### src/rtl/flatten_seq_pkg.sv
// Shared definitions for the flatten stage: sequencer state encoding,
// default feature-map geometry and the address width helpers.
package flatten_seq_pkg;

    typedef enum logic [1:0] {
        S_IDLE      = 2'd0,
        S_CAPTURE   = 2'd1,
        S_TRANSPOSE = 2'd2,
        S_READY     = 2'd3
    } flat_state_e;

    localparam int DEF_CHANNELS = 64;
    localparam int DEF_PIXELS   = 16;
    localparam int DEF_POOL_PAR = 8;

    // Element address width into the flatten memories.
    function automatic int flat_aw(input int channels, input int pixels);
        return $clog2(channels * pixels);
    endfunction

    // Pooled-word address width on the capture side.
    function automatic int flat_cw(input int channels, input int pixels, input int pool_par);
        return $clog2((channels * pixels) / pool_par);
    endfunction

endpackage

### src/rtl/flatten_seq_if.sv
// Handshake and BRAM address bus between the flatten sequencer, the pooling
// unit, the two flatten memories and FC1.
interface flatten_seq_if
    import flatten_seq_pkg::*;
#(
    parameter int AW = flat_aw(DEF_CHANNELS, DEF_PIXELS),
    parameter int CW = flat_cw(DEF_CHANNELS, DEF_PIXELS, DEF_POOL_PAR)
);
    logic          start;
    logic          pool_valid;
    logic          fc_release;
    logic          cap_we;
    logic [CW-1:0] cap_addr;
    logic          rd_en;
    logic [AW-1:0] rd_addr;
    logic          wr_en;
    logic [AW-1:0] wr_addr;
    logic          flatten_done;
    logic          fc_ready;
    logic          busy;

    // Sequencer side.
    modport slave (
        input  start, pool_valid, fc_release,
        output cap_we, cap_addr, rd_en, rd_addr, wr_en, wr_addr,
               flatten_done, fc_ready, busy
    );

    // Controller / surrounding datapath side.
    modport master (
        output start, pool_valid, fc_release,
        input  cap_we, cap_addr, rd_en, rd_addr, wr_en, wr_addr,
               flatten_done, fc_ready, busy
    );
endinterface

### src/rtl/flatten_addr_gen.sv
// Channel-major read address generator: pixel index inner, channel index
// outer, address = pixel*CHANNELS + channel, with a last-element flag.
module flatten_addr_gen
    import flatten_seq_pkg::*;
#(
    parameter  int CHANNELS = DEF_CHANNELS,
    parameter  int PIXELS   = DEF_PIXELS,
    localparam int CB       = $clog2(CHANNELS),
    localparam int PB       = $clog2(PIXELS),
    localparam int AW       = CB + PB
) (
    input  logic          clk,
    input  logic          rst,
    input  logic          i_clr,
    input  logic          i_en,
    output logic [AW-1:0] o_addr,
    output logic          o_last
);
    localparam logic [CB-1:0] C_LAST = CB'(CHANNELS - 1);
    localparam logic [PB-1:0] P_LAST = PB'(PIXELS - 1);

    logic [CB-1:0] r_c;
    logic [PB-1:0] r_p;

    // Both counters wrap at their width, so a finished pass leaves them at 0.
    always_ff @(posedge clk) begin
        if (rst || i_clr) begin
            r_c <= '0;
            r_p <= '0;
        end else if (i_en) begin
            r_p <= r_p + 1'b1;
            if (r_p == P_LAST) begin
                r_c <= r_c + 1'b1;
            end
        end
    end

    // Power-of-two geometry turns p*CHANNELS + c into a concatenation.
    assign o_addr = {r_p, r_c};
    assign o_last = (r_p == P_LAST) && (r_c == C_LAST);

endmodule

### src/rtl/flatten_seq.sv
// Flatten-stage sequencer: captures pooled words into BRAM1, streams the
// transposing BRAM1 -> BRAM2 copy, then holds the vector for FC1.
//
// state       | meaning
// ------------+-----------------------------------------------------------
// S_IDLE      | waiting for start, all enables low
// S_CAPTURE   | writing pooled words to BRAM1 at the capture counter
// S_TRANSPOSE | N channel-major reads, writes trail by one cycle
// S_READY     | BRAM2 holds the flattened vector until FC1 releases it
module flatten_seq
    import flatten_seq_pkg::*;
#(
    parameter int CHANNELS         = DEF_CHANNELS,
    parameter int PIXELS           = DEF_PIXELS,
    parameter int POOL_PARALLELISM = DEF_POOL_PAR
) (
    input  logic          clk,
    input  logic          rst,
    flatten_seq_if.slave  bus
);
    localparam int N  = CHANNELS * PIXELS;
    localparam int NW = N / POOL_PARALLELISM;
    localparam int AW = flat_aw(CHANNELS, PIXELS);
    localparam int CW = flat_cw(CHANNELS, PIXELS, POOL_PARALLELISM);

    localparam logic [CW-1:0] CAP_LAST = CW'(NW - 1);

    flat_state_e   r_state;
    logic [CW-1:0] r_cap_cnt;
    logic          r_rd_en;
    logic [AW-1:0] r_rd_seq;
    logic          r_wr_en;
    logic [AW-1:0] r_wr_addr;
    logic          r_wr_last;
    logic          r_done;
    logic          r_fc_ready;
    logic          r_busy;

    logic          w_start_acc;
    logic [AW-1:0] w_rd_addr;
    logic          w_rd_last;

    assign w_start_acc = (r_state == S_IDLE) && bus.start;

    flatten_addr_gen #(
        .CHANNELS (CHANNELS),
        .PIXELS   (PIXELS)
    ) u_addr_gen (
        .clk    (clk),
        .rst    (rst),
        .i_clr  (w_start_acc),
        .i_en   (r_rd_en),
        .o_addr (w_rd_addr),
        .o_last (w_rd_last)
    );

    always_ff @(posedge clk) begin
        if (rst) begin
            r_state    <= S_IDLE;
            r_cap_cnt  <= '0;
            r_rd_en    <= 1'b0;
            r_rd_seq   <= '0;
            r_wr_en    <= 1'b0;
            r_wr_addr  <= '0;
            r_wr_last  <= 1'b0;
            r_done     <= 1'b0;
            r_fc_ready <= 1'b0;
            r_busy     <= 1'b0;
        end else begin
            // Write side is the read side delayed one cycle to match BRAM latency.
            r_wr_en   <= r_rd_en;
            r_wr_addr <= r_rd_seq;
            r_wr_last <= r_rd_en && w_rd_last;
            r_done    <= 1'b0;
            if (r_rd_en) begin
                r_rd_seq <= r_rd_seq + 1'b1;
            end

            case (r_state)
                S_IDLE: begin
                    if (bus.start) begin
                        r_state   <= S_CAPTURE;
                        r_cap_cnt <= '0;
                        r_busy    <= 1'b1;
                    end
                end
                S_CAPTURE: begin
                    if (bus.pool_valid) begin
                        r_cap_cnt <= r_cap_cnt + 1'b1;
                        if (r_cap_cnt == CAP_LAST) begin
                            r_state <= S_TRANSPOSE;
                            r_rd_en <= 1'b1;
                        end
                    end
                end
                S_TRANSPOSE: begin
                    if (r_rd_en && w_rd_last) begin
                        r_rd_en <= 1'b0;
                    end
                    if (r_wr_last) begin
                        r_state    <= S_READY;
                        r_done     <= 1'b1;
                        r_fc_ready <= 1'b1;
                    end
                end
                S_READY: begin
                    if (bus.fc_release) begin
                        r_state    <= S_IDLE;
                        r_fc_ready <= 1'b0;
                        r_busy     <= 1'b0;
                    end
                end
                default: begin
                    r_state <= S_IDLE;
                end
            endcase
        end
    end

    // Capture write strobe follows pool_valid in the same cycle.
    assign bus.cap_we       = (r_state == S_CAPTURE) && bus.pool_valid;
    assign bus.cap_addr     = r_cap_cnt;
    assign bus.rd_en        = r_rd_en;
    assign bus.rd_addr      = w_rd_addr;
    assign bus.wr_en        = r_wr_en;
    assign bus.wr_addr      = r_wr_addr;
    assign bus.flatten_done = r_done;
    assign bus.fc_ready     = r_fc_ready;
    assign bus.busy         = r_busy;

endmodule
### src/flat_wrapper.sv
// flat-port wrapper written by rule: the top's interface ports become plain ports
module flatten_seq_flat import flatten_seq_pkg::*;
#(
    parameter int CHANNELS         = DEF_CHANNELS,
    parameter int PIXELS           = DEF_PIXELS,
    parameter int POOL_PARALLELISM = DEF_POOL_PAR
)
  (clk, rst, bus_start, bus_pool_valid, bus_fc_release, bus_cap_we, bus_cap_addr, bus_rd_en, bus_rd_addr, bus_wr_en, bus_wr_addr, bus_flatten_done, bus_fc_ready, bus_busy);
  flatten_seq_if bus_i ();
  input  logic clk;
  input  logic rst;
  input wire logic [$bits(bus_i.start)-1:0] bus_start;
  input wire logic [$bits(bus_i.pool_valid)-1:0] bus_pool_valid;
  input wire logic [$bits(bus_i.fc_release)-1:0] bus_fc_release;
  output wire logic [$bits(bus_i.cap_we)-1:0] bus_cap_we;
  output wire logic [$bits(bus_i.cap_addr)-1:0] bus_cap_addr;
  output wire logic [$bits(bus_i.rd_en)-1:0] bus_rd_en;
  output wire logic [$bits(bus_i.rd_addr)-1:0] bus_rd_addr;
  output wire logic [$bits(bus_i.wr_en)-1:0] bus_wr_en;
  output wire logic [$bits(bus_i.wr_addr)-1:0] bus_wr_addr;
  output wire logic [$bits(bus_i.flatten_done)-1:0] bus_flatten_done;
  output wire logic [$bits(bus_i.fc_ready)-1:0] bus_fc_ready;
  output wire logic [$bits(bus_i.busy)-1:0] bus_busy;
  assign bus_i.start = bus_start;
  assign bus_i.pool_valid = bus_pool_valid;
  assign bus_i.fc_release = bus_fc_release;
  assign bus_cap_we = bus_i.cap_we;
  assign bus_cap_addr = bus_i.cap_addr;
  assign bus_rd_en = bus_i.rd_en;
  assign bus_rd_addr = bus_i.rd_addr;
  assign bus_wr_en = bus_i.wr_en;
  assign bus_wr_addr = bus_i.wr_addr;
  assign bus_flatten_done = bus_i.flatten_done;
  assign bus_fc_ready = bus_i.fc_ready;
  assign bus_busy = bus_i.busy;
  flatten_seq #(.CHANNELS(CHANNELS), .PIXELS(PIXELS), .POOL_PARALLELISM(POOL_PARALLELISM)) u_core (.clk(clk), .rst(rst), .bus(bus_i));
endmodule
### config.mk
export PLATFORM = sky130hd
export DESIGN_NAME = flatten_seq_flat
export DESIGN_NICKNAME = d
export VERILOG_FILES = /design/src/rtl/flatten_seq_pkg.sv /design/src/rtl/flatten_seq_if.sv /design/src/rtl/flatten_addr_gen.sv /design/src/rtl/flatten_seq.sv /design/src/flat_wrapper.sv
export SDC_FILE = /design/constraint.sdc
export NUM_CORES = 1
export LEC_CHECK = 0
export ABC_CLOCK_PERIOD_IN_PS = 2200
export CAP_MARGIN = 20
export CORE_ASPECT_RATIO = 2
export CORE_UTILIZATION = 45
export DETAILED_ROUTE_END_ITERATION = 10
export GPL_TIMING_DRIVEN = 0
export PLACE_DENSITY_LB_ADDON = 0.3
export SETUP_SLACK_MARGIN = 0.1
export SYNTH_ARGS = -nofsm -noshare
export SYNTH_HDL_FRONTEND = slang
export SYNTH_HIERARCHICAL = 1
export SYNTH_SLANG_ARGS = --single-unit
export TNS_END_PERCENT = 1
### constraint.sdc
create_clock -name clk -period 2.2 [get_ports clk]
set_clock_uncertainty 0.15 [all_clocks]
set_input_delay 0.66 -clock clk [delete_from_list [all_inputs] [get_ports clk]]
set_output_delay 0.66 -clock clk [all_outputs]
set_load 0.03 [all_outputs]
# == Yosys cells after proc, flatten, opt, wreduce, memory -nomap -nowiden ==
# Cells that the tools add are included.
# totals
regBits,45
inputBits,5
out_inout_bits,33
wordCells,65
# classes
addsub,4
n_eq_ne,12
n_mux,19
bitwise_logic,1
n_reduce_logical,17
# ops
op,n
7-bit 2-to-1 mux,2
7-bit case mux with 2 select lines,1
10-bit by 1-bit adder with 10-bit output (second input constant),1
2-bit 2-to-1 mux,5
3-bit AND reduction,3
2-bit case mux with 4 select lines,1
2-bit nonzero test,4
7-bit by 1-bit adder with 7-bit output (second input constant),1
7-bit == test (second input constant),1
1-bit 2-to-1 mux,7
6-bit by 1-bit adder with 6-bit output (second input constant),1
6-bit == test (second input constant),1
2-bit by 1-bit != test with 1-bit output (second input constant),3
2-bit != test (second input constant),3
1-bit case mux with 2 select lines,3
5-bit AND reduction,1
4-bit by 1-bit adder with 4-bit output (second input constant),1
2-bit == test (second input constant),2
4-bit == test (second input constant),1
1-bit logical AND,4
4-bit AND reduction,1
2-bit by 1-bit == test with 1-bit output (second input constant),1
2-bit logical NOT,1
2-bit AND reduction,1
3 further kinds,3

# == Depth between registers and ports, before layout ==
# logic_depth
depth_word,5
depth_mapped,6
ltp_nobuf,6

# == By module ==
# Netlist, hierarchy kept.
# by_module_without_submodules
module,instances,cells_per_inst,area_each_um2,seq_area_each_um2
flatten_seq,1,155,1446.4,700.7
flatten_addr_gen,1,49,454.2,200.2

# == Worst setup path before layout ==
# No wires, ideal clock.
# synth_timing
kind,register to register
start,register u_core.u_addr_gen.r_p[0]
end,register u_core.u_addr_gen.r_c[5]
setup_ns,0.071
t_arrival_ns,1.637
required_time_ns,1.979
setup_slack_ns,0.342
path_stages_with_launch,5
n_path_buf,0
synth_period_minus_slack_ns,1.858
cell_sequence,dfxtp_1 ha_1 nand4_4 or4_1 a21oi_1
# synth_via
elab_chain_len,2
# synth_rtl
element,line_no,text
start: declaration,flatten_addr_gen.sv:23,logic [PB-1:0] r_p;
start signal: assignment,flatten_addr_gen.sv:31,r_p <= r_p + 1'b1;
4-bit == test,flatten_addr_gen.sv:32,if (r_p == P_LAST) begin
2-bit AND reduction (no line),-,
end signal: assignment,flatten_addr_gen.sv:33,r_c <= r_c + 1'b1;
end: declaration,flatten_addr_gen.sv:22,logic [CB-1:0] r_c;
# No other way between the ends.
# A chain may end at the register's enable or synchronous reset.

# == Final worst setup path ==
# layout_timing
start,"register u_core.r_wr_addr[5], in the netlist u_core/bus.wr_addr[5]"
end,output bus_wr_addr[5]
# layout_lines
element,line_no,text
start: declaration,flatten_seq.sv:33,logic [AW-1:0] r_wr_addr;
start signal: assignment,flatten_seq.sv:72,r_wr_addr <= r_rd_seq;
end: declaration,flat_wrapper.sv:20,output wire logic [$bits(bus_i.wr_addr)-1:0] bus_wr_addr;
# No word-level cell between the ends.

==> flow_summary.toml <==
[clock_network]
cts_buffers = 5
cts_tree = "built"
cts.sinks = 45
clockRootBuffer = "clkbuf_8"
clkTransAtPathRegs_ns = 0.08
clk_latency_ns = 0.29
cts_hold_buffers = 0
clk_path_buf_depth = 2
htree_levels = 2

[global_routing]
grt_pass1_vias = 1486
grt_start_max_net_pins = 13
grt_usage_pct = 18.7
antenna_found_initial = 0
grt_pass1_wl_um = 6070
gr-total-overflow = 0

[critical_path]
reg2reg_slack_ns = 0.33
cpPeakStageDelay_ns = 0.66
path_depth = 1
critical_path.top_delay_family = "buffers and inverters"
crit_start = "u_core/bus.wr_addr[5]"
start_kind = "flip-flop"
end_kind = "output port"
reg2regPathDepth = 6
slowest_stage = "clkdlybuf4s50_1"
cp_cell_sequence = "clkdlybuf4s50_1"
r2r_end = "u_core/u_addr_gen/r_c[3]"
crit_end = "bus_wr_addr[5]"
crit_buf_inv = 1
crit_fanout = 1
critical_path_class = "flip-flop to output port"
worstPathArrival_ns = 1.27
r2r-start = "u_core/r_state[0]"
worst_ep_required_time_ns = 1.39

[routing]
ant_nets = 0
vias = 1549
drt_iter0_drc = 25
drt_pass1_iterations = 4
wl_per_cell_um = 11.8
drt-total-wl_um = 3530
drc = 0
avgViaCountPerCell = 5.16

[timing]
timing.hold.ws_ns = 0.320
report.final.hold_viol_count = 0
final_max_slew_viol_count = 0
maxSlewHeadroom_pct = 68.0
rsz0062_at_grt = "true"
setup_slack_ns = 0.123
finalSetupViolCount = 0
period_minus_slack_ns = 2.08
finalCritPeriodShare_pct = 94.4
timing.fmax_mhz = 482
max_slew.worst_pin.slew_ns = 0.481

[layout]
mostFrequentLayoutCell = "dfxtp_1"
area_growth_pct = 26.0
nets = 262
n_antenna_cell = 0
layout_common_cells = "dfxtp_1, nor2_1, dlygate4sd2_1"
final_cell_count_no_fill = 300
drive_gt1_share_pct = 9.68
design_area_um2 = 2390
fillers = 381
post-route-util_pct = 58.6

[die]
fp.dieArea_um2 = 4500
die_y_um = 93.9
ios = 38
rows = 33
core_area_um2 = 4090
start_util_pct = 46.5
die_x_um = 48.0

[synthesis]
synth_cells = 204
yosysSeqAreaShare_pct = 47.4
synth.top_cell.area_share_pct = 47.4
synth_area_per_cell_um2 = 9.32
yosys.area.top_type = "dfxtp_1"
synth_area_um2 = 1900
ys_top_cells_by_area = "dfxtp_1, ha_1, nor2_1, nor2b_1, xnor2_1"
syn-num-nets = 217
synth_cell_types = 39
ys_seq_elements = 45
yosys_warnings = 6

[power]
power.leakage_nw = 0.962
peakVddDrop_mv = 0.513
p_per_area_nw_per_um2 = 733

[placed_design]
place_inst = 293
place.port_buffers = 37
dp_hpwl_um = 2600
gp_congestion = 0.731
place_ws_ns = -0.672
placedInstanceArea_um2 = 2340

[worst_hold_path]
hold_path.class = "flip-flop to flip-flop"

[outcome]
status = "finished clean"

[job]
drv_cap = 0
==> report_power, final <==
part,switching [mW],internal [mW]
registers,0.0293,0.843
clock network,0.253,0.209
logic,0.251,0.170
total,0.534,1.22
==> worst min path at each step <==
stage                                          to  cells past startpoint                from  slack (ns)
after global routing        u_core/bus.wr_addr[9]                      1  u_core/r_rd_seq[9]        0.35
after detailed placement          u_core/bus.busy                      2     u_core/bus.busy        0.31
final                             u_core/bus.busy                      2     u_core/bus.busy        0.32
after CTS                         u_core/bus.busy                      2     u_core/bus.busy        0.32
after floorplan           u_core/bus.flatten_done                      2    u_core/r_wr_last        0.29
after global placement            u_core/bus.busy                      2     u_core/bus.busy        0.31
==> metal layers <==
layer / wire, um / vias to the layer above / GRT usage [%]
met5: 0 / - / 0
met4: 80 / 0 / 10.4
met3: 101 / 8 / 5.00
met2: 1930 / 36 / 32.0
met1: 1410 / 721 / 18.7
li1: - / 784 / -
==> synthesized netlist by cell type <==
master,n
a31oi_1,1
mux2i_2,1
or4_1,1
ha_1,8
and2b_2,2
nor2b_1,13
o211ai_1,2
and2_1,2
a311oi_1,1
nor3b_1,2
o31ai_1,1
o21ai_1,1
a2111oi_0,1
nand3_1,7
inv_1,8
dfxtp_1,45
xor2_1,6
xnor2_1,9
nand2_1,16
clkbuf_1,3
nor4_2,1
or3_1,4
mux2i_1,3
nor3_1,6
or2_2,1
and2_2,1
and3_1,1
and3b_1,1
a21oi_1,12
o21ai_0,7
or3_2,1
nand4_4,1
nor3_2,1
buf_4,3
a221oi_2,1
nor4_1,1
nor2_1,22
a21o_1,2
nand4_1,5
==> registers in the layout, indices dropped and copies added (netlist names) <==
| signal | count |
|---|---|
| u_core/bus.busy | 1 |
| u_core/bus.cap_addr | 7 |
| u_core/bus.fc_ready | 1 |
| u_core/bus.flatten_done | 1 |
| u_core/bus.rd_en | 1 |
| u_core/bus.wr_addr | 10 |
| u_core/bus.wr_en | 1 |
| u_core/r_rd_seq | 10 |
| u_core/r_state | 2 |
| u_core/r_wr_last | 1 |
| u_core/u_addr_gen/r_c | 6 |
| u_core/u_addr_gen/r_p | 4 |
==> stage by stage <==
stage | setup TNS (ns) | power, mW
after floorplan | 0 | 1.17
after global routing | 0 | 1.86
after CTS | -0.0389 | 1.74
final | 0 | 1.76
after global placement | -2.37 | 1.27
after detailed placement | -2.71 | 1.28
==> area by class of cell <==
cell class	count	area (um^2)	share of cell area (%)
Timing Repair Buffer	38	342	14.3
Sequential cell	45	902	37.7
Clock inverter	1	5.00	0.209
Inverter	8	30.0	1.25
Multi-Input combinational cell	145	948	39.6
Clock buffer	5	68.8	2.87
Buffer	6	33.8	1.41
Tap cell	52	65.1	2.72
==> logic make-up after synthesis <==
kind of cell	after synthesis	synth area share (%)
XOR/XNOR	15	6.91
buffers and inverters	14	3.36
multiplexers	4	2.30
AO/OA/AOI/OAI	29	9.28
flip-flops	45	47.4
adder cells (fa/ha/maj)	8	5.27
AND/OR/NAND/NOR	89	25.5
==> tightest hold or removal path: stages, from the launching register on <==
cell     delay, ns
dfxtp_1       0.32
nand2_1       0.05
a21oi_1       0.05
==> what timing repair did <==
item | 4_1_cts | 5_1_grt
endpoints found under the setup margin | 22 | 17
setup buffers | 0 | 1
gates cloned | 0 | 0
pin swaps | 0 | 0
resized for setup | 26 | 6
No activity file was read; power rests on OpenSTA's default activity.
==> patch 1, RTL diff (same flow settings) <==
`DEF_CHANNELS`: 64 -> 32.
--- a/src/rtl/flatten_seq_pkg.sv
+++ b/src/rtl/flatten_seq_pkg.sv
@@ -9,7 +9,7 @@
         S_READY     = 2'd3
     } flat_state_e;
 
-    localparam int DEF_CHANNELS = 64;
+    localparam int DEF_CHANNELS = 32;
     localparam int DEF_PIXELS   = 16;
     localparam int DEF_POOL_PAR = 8;
 
Ports: changed (resized bus_cap_addr, bus_rd_addr and bus_wr_addr); port bits go from 38 to 35. The function was not compared with the original's and may differ.
==> patch 1 against the original RTL <==
  * Sequential cell count decreased by 4
  * Total power grew 2.9%
  * Area after synthesis decreased by 9.3%
  * Final area is 7.3% lower
  * Sequential power decreased by 7.5%
  * Combinational power down 5.2%
  * Sequential share of layout area fell by 0.71 points
  * Maximum frequency shrank 1.8%
  * Setup slack worse by 38 ps
  * Final cell count is 9.7% lower
  * Routed wire length is 12% lower
  * Count of clock-buffer cells in the layout is the same
  * Critical endpoint is now bus_cap_we
==> patch 1: results (changes against the original RTL) <==
placedCellCount: 263  # -10%
detailroute.wirelength.met2_um: 1690  # -13%
drt-met1-wl_um: 1240  # -12%
ys_seq_area_share_pct: 47.6  # +0.24 points
synth.top_cells.by_count: "41 x sky130_fd_sc_hd__dfxtp_1, 25 x sky130_fd_sc_hd__nor2_1, 12 x sky130_fd_sc_hd__nand2_1, 10 x sky130_fd_sc_hd__nor2b_1, 10 x sky130_fd_sc_hd__xor2_1"
grt_start_max_net_pins: 15  # +2
critical-path-max-stage-delay_ps: 380  # -280 ps
crit_path_top_delay_cell: "sky130_fd_sc_hd__dfxtp_1"
worst_slew_margin_rel_pct: 61.7  # -6.3 points
final_layout_size_suffix_gt1_share_pct: 8.11  # -1.6 points
postCtsSetupRepairBufs: 0  # unchanged
worst_ep_arrival_time_ps: 1310  # +40 ps
dpl-instance-area_um2: 2120  # -9.1%
first_iter_violations: 5  # -80%
grt_first_pass_wirelength_um: 5330  # -12%
multiInputGateArea_um2: 858  # -9.5%
width_of_the_die_um: 45.8  # -4.6%
gp_congestion: 0.699  # -4.4%
multiInputCombCellCount: 128  # -12%
portBuffers: 34  # -8.1%
synth_area_per_cell_um2: 9.57  # +2.7%
swShare_pct: 29.8  # -0.63 points
signal_buffers: 40  # -9.1%
synth.net_count: 194  # -11%
layout.sequential_cells: 41  # -8.9%
result_of_the_run: "finished, final reports clean"
num-fill-cells: 367  # -3.7%
part_of_the_power_in_combinational_logic_pct: 22.1  # -1.9 points
worst_ir_drop_vdd_mv: 0.776  # +51%
grt_pass1_vias: 1266  # -15%
grt_util_overall_pct: 18.1  # -0.58 points
clockNetworkAreaShare_pct: 5.18  # +2.1 points
detail_route.first_pass.iterations: 3  # -1
layoutNonFillerInstCount: 271  # -9.7%
via_count_normalized_by_instance_count: 4.93  # -4.6%
fin_nets: 235  # -10%
count_of_inverters_other_than_clock_inverters_in_the_layout: 5  # -3
async_flop_share_pct: 0  # unchanged
routed-wl-met3_um: 117  # +16%
place_hpwl_um: 2370  # -8.8%
==> patch 1: cell types whose count changed in the layout (fill, tap and decap cells not counted), sizes merged, moves of 4 or more <==
cell	change
a21oi	-5
dfxtp	-4
nand2	-4
nor3	-4
o21ai	-5
xor2	+4
==> patch 1: final timing paths <==
path | startpoint | endpoint | slack, ps | cells after the start
max | u_core/r_state[1]$_SDFFE_PP0P_ | bus_cap_we | 80 | 4
min reg2reg | u_core/bus.fc_ready$_SDFFE_PP0P_ | u_core/bus.fc_ready$_SDFFE_PP0P_ | 320 | 2
max reg2reg | u_core/r_state[1]$_SDFFE_PP0P_ | u_core/bus.cap_addr[3]$_SDFFE_PP0P_ | 350 | 6
min | u_core/bus.fc_ready$_SDFFE_PP0P_ | u_core/bus.fc_ready$_SDFFE_PP0P_ | 320 | 2
==> patch 1: metrics by stage <==
step	util [%]	setup WS, ps	power, uW
4_1_cts	60.9	68.1	1830
6_report	60.9	84.7	1810
5_1_grt	60.9	12.0	1910
2_1_floorplan	-	350	1120
3_5_place_dp	58.3	-573	1240
3_3_place_gp	58.3	-577	1230
==> patch 1: cells by family after synthesis <==
group,synth area share [%]
and+or+nand+nor,25.4
DFF,47.6
muxes,3.49
xor gates and xnor gates,8.64
adders and majority gates,6.54
buffers and inverters,2.69
AOI/OAI and AO/OA,5.59
==> patch 1: repair_timing <==
| action | CTS | global route |
|---|---|---|
| endpoints found under the setup margin | 19 | 15 |
| hold endpoints to repair | 0 | 0 |
| gates cloned | 0 | 0 |
| resized for setup | 27 | 2 |
==> patch 1: per-layer routing <==
layer	GRT usage, %	vias up
met5	0	-
met4	10.2	0
met3	4.44	4
met2	32.9	32
met1	17.6	614
li1	-	685
==> patch 2, RTL diff (same settings) <==
Made on the original files. Take the reset off `r_wr_addr` and load it in a clocked block of its own.
--- a/src/rtl/flatten_seq.sv
+++ b/src/rtl/flatten_seq.sv
@@ -61,7 +61,6 @@
             r_rd_en    <= 1'b0;
             r_rd_seq   <= '0;
             r_wr_en    <= 1'b0;
-            r_wr_addr  <= '0;
             r_wr_last  <= 1'b0;
             r_done     <= 1'b0;
             r_fc_ready <= 1'b0;
@@ -69,7 +68,6 @@
         end else begin
             // Write side is the read side delayed one cycle to match BRAM latency.
             r_wr_en   <= r_rd_en;
-            r_wr_addr <= r_rd_seq;
             r_wr_last <= r_rd_en && w_rd_last;
             r_done    <= 1'b0;
             if (r_rd_en) begin
@@ -117,6 +115,10 @@
         end
     end
 
+    always_ff @(posedge clk) begin
+        r_wr_addr <= r_rd_seq;
+    end
+
     // Capture write strobe follows pool_valid in the same cycle.
     assign bus.cap_we       = (r_state == S_CAPTURE) && bus.pool_valid;
     assign bus.cap_addr     = r_cap_cnt;
Formal check against the unedited RTL: same outputs for any inputs over 10 cycles, from zero or initial values and one cycle with rst high; that may be too few to reach the edited logic, so the function may still have changed.
==> patch 2 against the original RTL <==
  * Synthesized cell count down 6.9%
  * Final cell count down 4.7%
  * Routed wire length up 0.82%
  * Setup slack worse by 23 ps
  * Area after synthesis down 3.9%
  * Total power up 17%
  * Sequential cell count unchanged
  * Largest cell class is now flip-flops and latches
  * Final area down 0.68%
==> patch 2: results (changes against the original RTL) <==
worst_ep_arrival_time_ps: 1290  # +20 ps
cts_resized: 35  # +35%
critical-path-top-delay-family: "flip-flops"
result_of_the_run: "finished, final reports clean"
grt_pass1_vias: 1354  # -8.9%
cts.root.buffer_cell: "sky130_fd_sc_hd__clkbuf_8"
place_hpwl_um: 2620  # +0.56%
syn-instance-count: 190  # -6.9%
clk-insertion-delay-late_ps: 300
grt_antenna_before_repair: 0  # unchanged
dpl-instance-area_um2: 2260  # -3.3%
synth.net_count: 203  # -6.5%
vias: 1464  # -5.5%
hp-class: "reg -> reg"
final_layout_size_suffix_gt1_share_pct: 9.79  # +0.11 points
grt_use_met3_pct: 3.54  # -1.5 points
insertedDiodeCount: 0  # unchanged
setup_viol_count_final: 0  # unchanged
grt_util_met1_pct: 20.4  # +1.7 points
first_iter_violations: 30  # +20%
slew_violations: 0  # unchanged
clk_pin_slew_worst_setup_hold_paths_ps: 80  # about the same
via_count_normalized_by_instance_count: 5.12  # -0.86%
yosysWarningCount: 6  # unchanged
ctsLongestPathBuffers: 2  # unchanged
ff2ff_path_depth: 7  # +1
power.leakage_uw: 0.00104  # +7.6%
synthDistinctLibCells: 39  # unchanged
critical-path-max-stage-delay_ps: 380  # -280 ps
fin_nets: 247  # -5.7%
synth.top_cells.by_count: "45 x sky130_fd_sc_hd__dfxtp_1, 26 x sky130_fd_sc_hd__nor2_1, 15 x sky130_fd_sc_hd__nand2_1, 12 x sky130_fd_sc_hd__xor2_1"
ys_seq_area_share_pct: 49.3  # +1.9 points
async_flop_share_pct: 0  # unchanged
detail_route.wirelength_um: 3560  # +0.82%
pre_cts_slack_ps: -680  # -7.21 ps
h-tree-depth: 2  # unchanged
portBuffers: 37  # unchanged
gp_congestion: 0.806  # +10%
cts_inserted_buffers: 5  # unchanged
postCtsSetupRepairBufs: 0  # unchanged
detail_route.first_pass.iterations: 4  # unchanged
timing.critical_path.fanout_max: 6  # +5
worst_ir_drop_vdd_mv: 0.668  # +30%
worst_hold_path.num_cells: 0  # -2
most_instantiated_flip_flop_cell_in_the_synthesis_netlist: "sky130_fd_sc_hd__dfxtp_1"
grt_first_pass_wirelength_um: 5910  # -2.6%
crit_path_top_delay_cell: "sky130_fd_sc_hd__dfxtp_1"
num-fill-cells: 351  # -7.9%
grt_util_overall_pct: 18.8  # +0.18 points
placedCellCount: 278  # -5.1%
tightest_slew_ps: 577  # +96.8 ps
netlist_top_cells_area: "sky130_fd_sc_hd__dfxtp_1 49%, sky130_fd_sc_hd__xor2_1 5.8%, sky130_fd_sc_hd__ha_1 5.5%"
grt.met2_usage_pct: 32.6  # +0.66 points
grt_start_max_net_pins: 16  # +3
==> patch 2: cell count changes after synthesis, moves of 2 or more <==
cell	unedited run	this run
sky130_fd_sc_hd__nor2b_1	13	2
sky130_fd_sc_hd__xor2_1	6	12
sky130_fd_sc_hd__nor2_1	22	26
sky130_fd_sc_hd__xnor2_1	9	5
sky130_fd_sc_hd__a21oi_1	12	9
sky130_fd_sc_hd__nor3_1	6	3
sky130_fd_sc_hd__o21ai_0	7	4
sky130_fd_sc_hd__and2b_2	2	0
sky130_fd_sc_hd__and4_1	0	2
sky130_fd_sc_hd__buf_2	0	2
sky130_fd_sc_hd__buf_4	3	1
sky130_fd_sc_hd__mux2i_1	3	5
sky130_fd_sc_hd__nor3b_1	2	0
sky130_fd_sc_hd__or3_1	4	2
==> patch 2: area by class of cell <==
| cell class | count | area, um2 | share of cell area, % |
|---|---|---|---|
| inverter | 9 | 33.8 | 1.42 |
| sequential | 45 | 901 | 37.9 |
| clock inverter | 3 | 68.8 | 2.89 |
| clock buffer | 5 | 68.8 | 2.89 |
| tap | 51 | 63.8 | 2.68 |
| multi-input combinational | 130 | 877 | 36.9 |
| buffer | 6 | 30.0 | 1.26 |
| timing repair buffer | 37 | 335 | 14.1 |
==> patch 2: per-layer routing <==
layer | part of all wire [%] | up-vias
li1 | - | 733
met1 | 39 | 688
met2 | 55 | 38
met3 | 3.8 | 5
met4 | 2.0 | 0
met5 | 0 | -
==> patch 2: kinds of logic after synthesis <==
kind of cell / Yosys count / synth area share (%)
fa+ha+maj: 8 / 5.48
compound gates: 24 / 8.36
xor+xnor: 17 / 8.16
buf+inv: 15 / 3.43
simple gates: 75 / 21.9
mux: 6 / 3.36
flops: 45 / 49.3
==> patch 2: worst paths after layout <==
kind | from | to | slack, ps
hold / removal | u_core/r_rd_seq[9]$_SDFFE_PP0P_ | u_core/bus.wr_addr[9]$_DFF_P_ | 230
setup reg to reg | u_core/r_state[0]$_SDFFE_PP0P_ | u_core/r_state[0]$_SDFFE_PP0P_ | 170
setup / recovery | u_core/r_state[1]$_SDFFE_PP0P_ | bus_cap_we | 100
hold reg to reg | u_core/r_rd_seq[9]$_SDFFE_PP0P_ | u_core/bus.wr_addr[9]$_DFF_P_ | 230
==> patch 2: metrics by stage <==
| step | setup TNS [ps] | utilization [%] |
|---|---|---|
| after CTS | 0 | 61.2 |
| after detailed placement | -4110 | 58.2 |
| after global routing | 0 | 61.2 |
| after floorplan | 0 | - |
| final | 0 | 61.2 |
| after global placement | -3680 | 58.2 |
==> patch 2: power by group <==
part	internal [uW]	switching (uW)
registers	840	29.5
clock network	457	284
logic	173	278
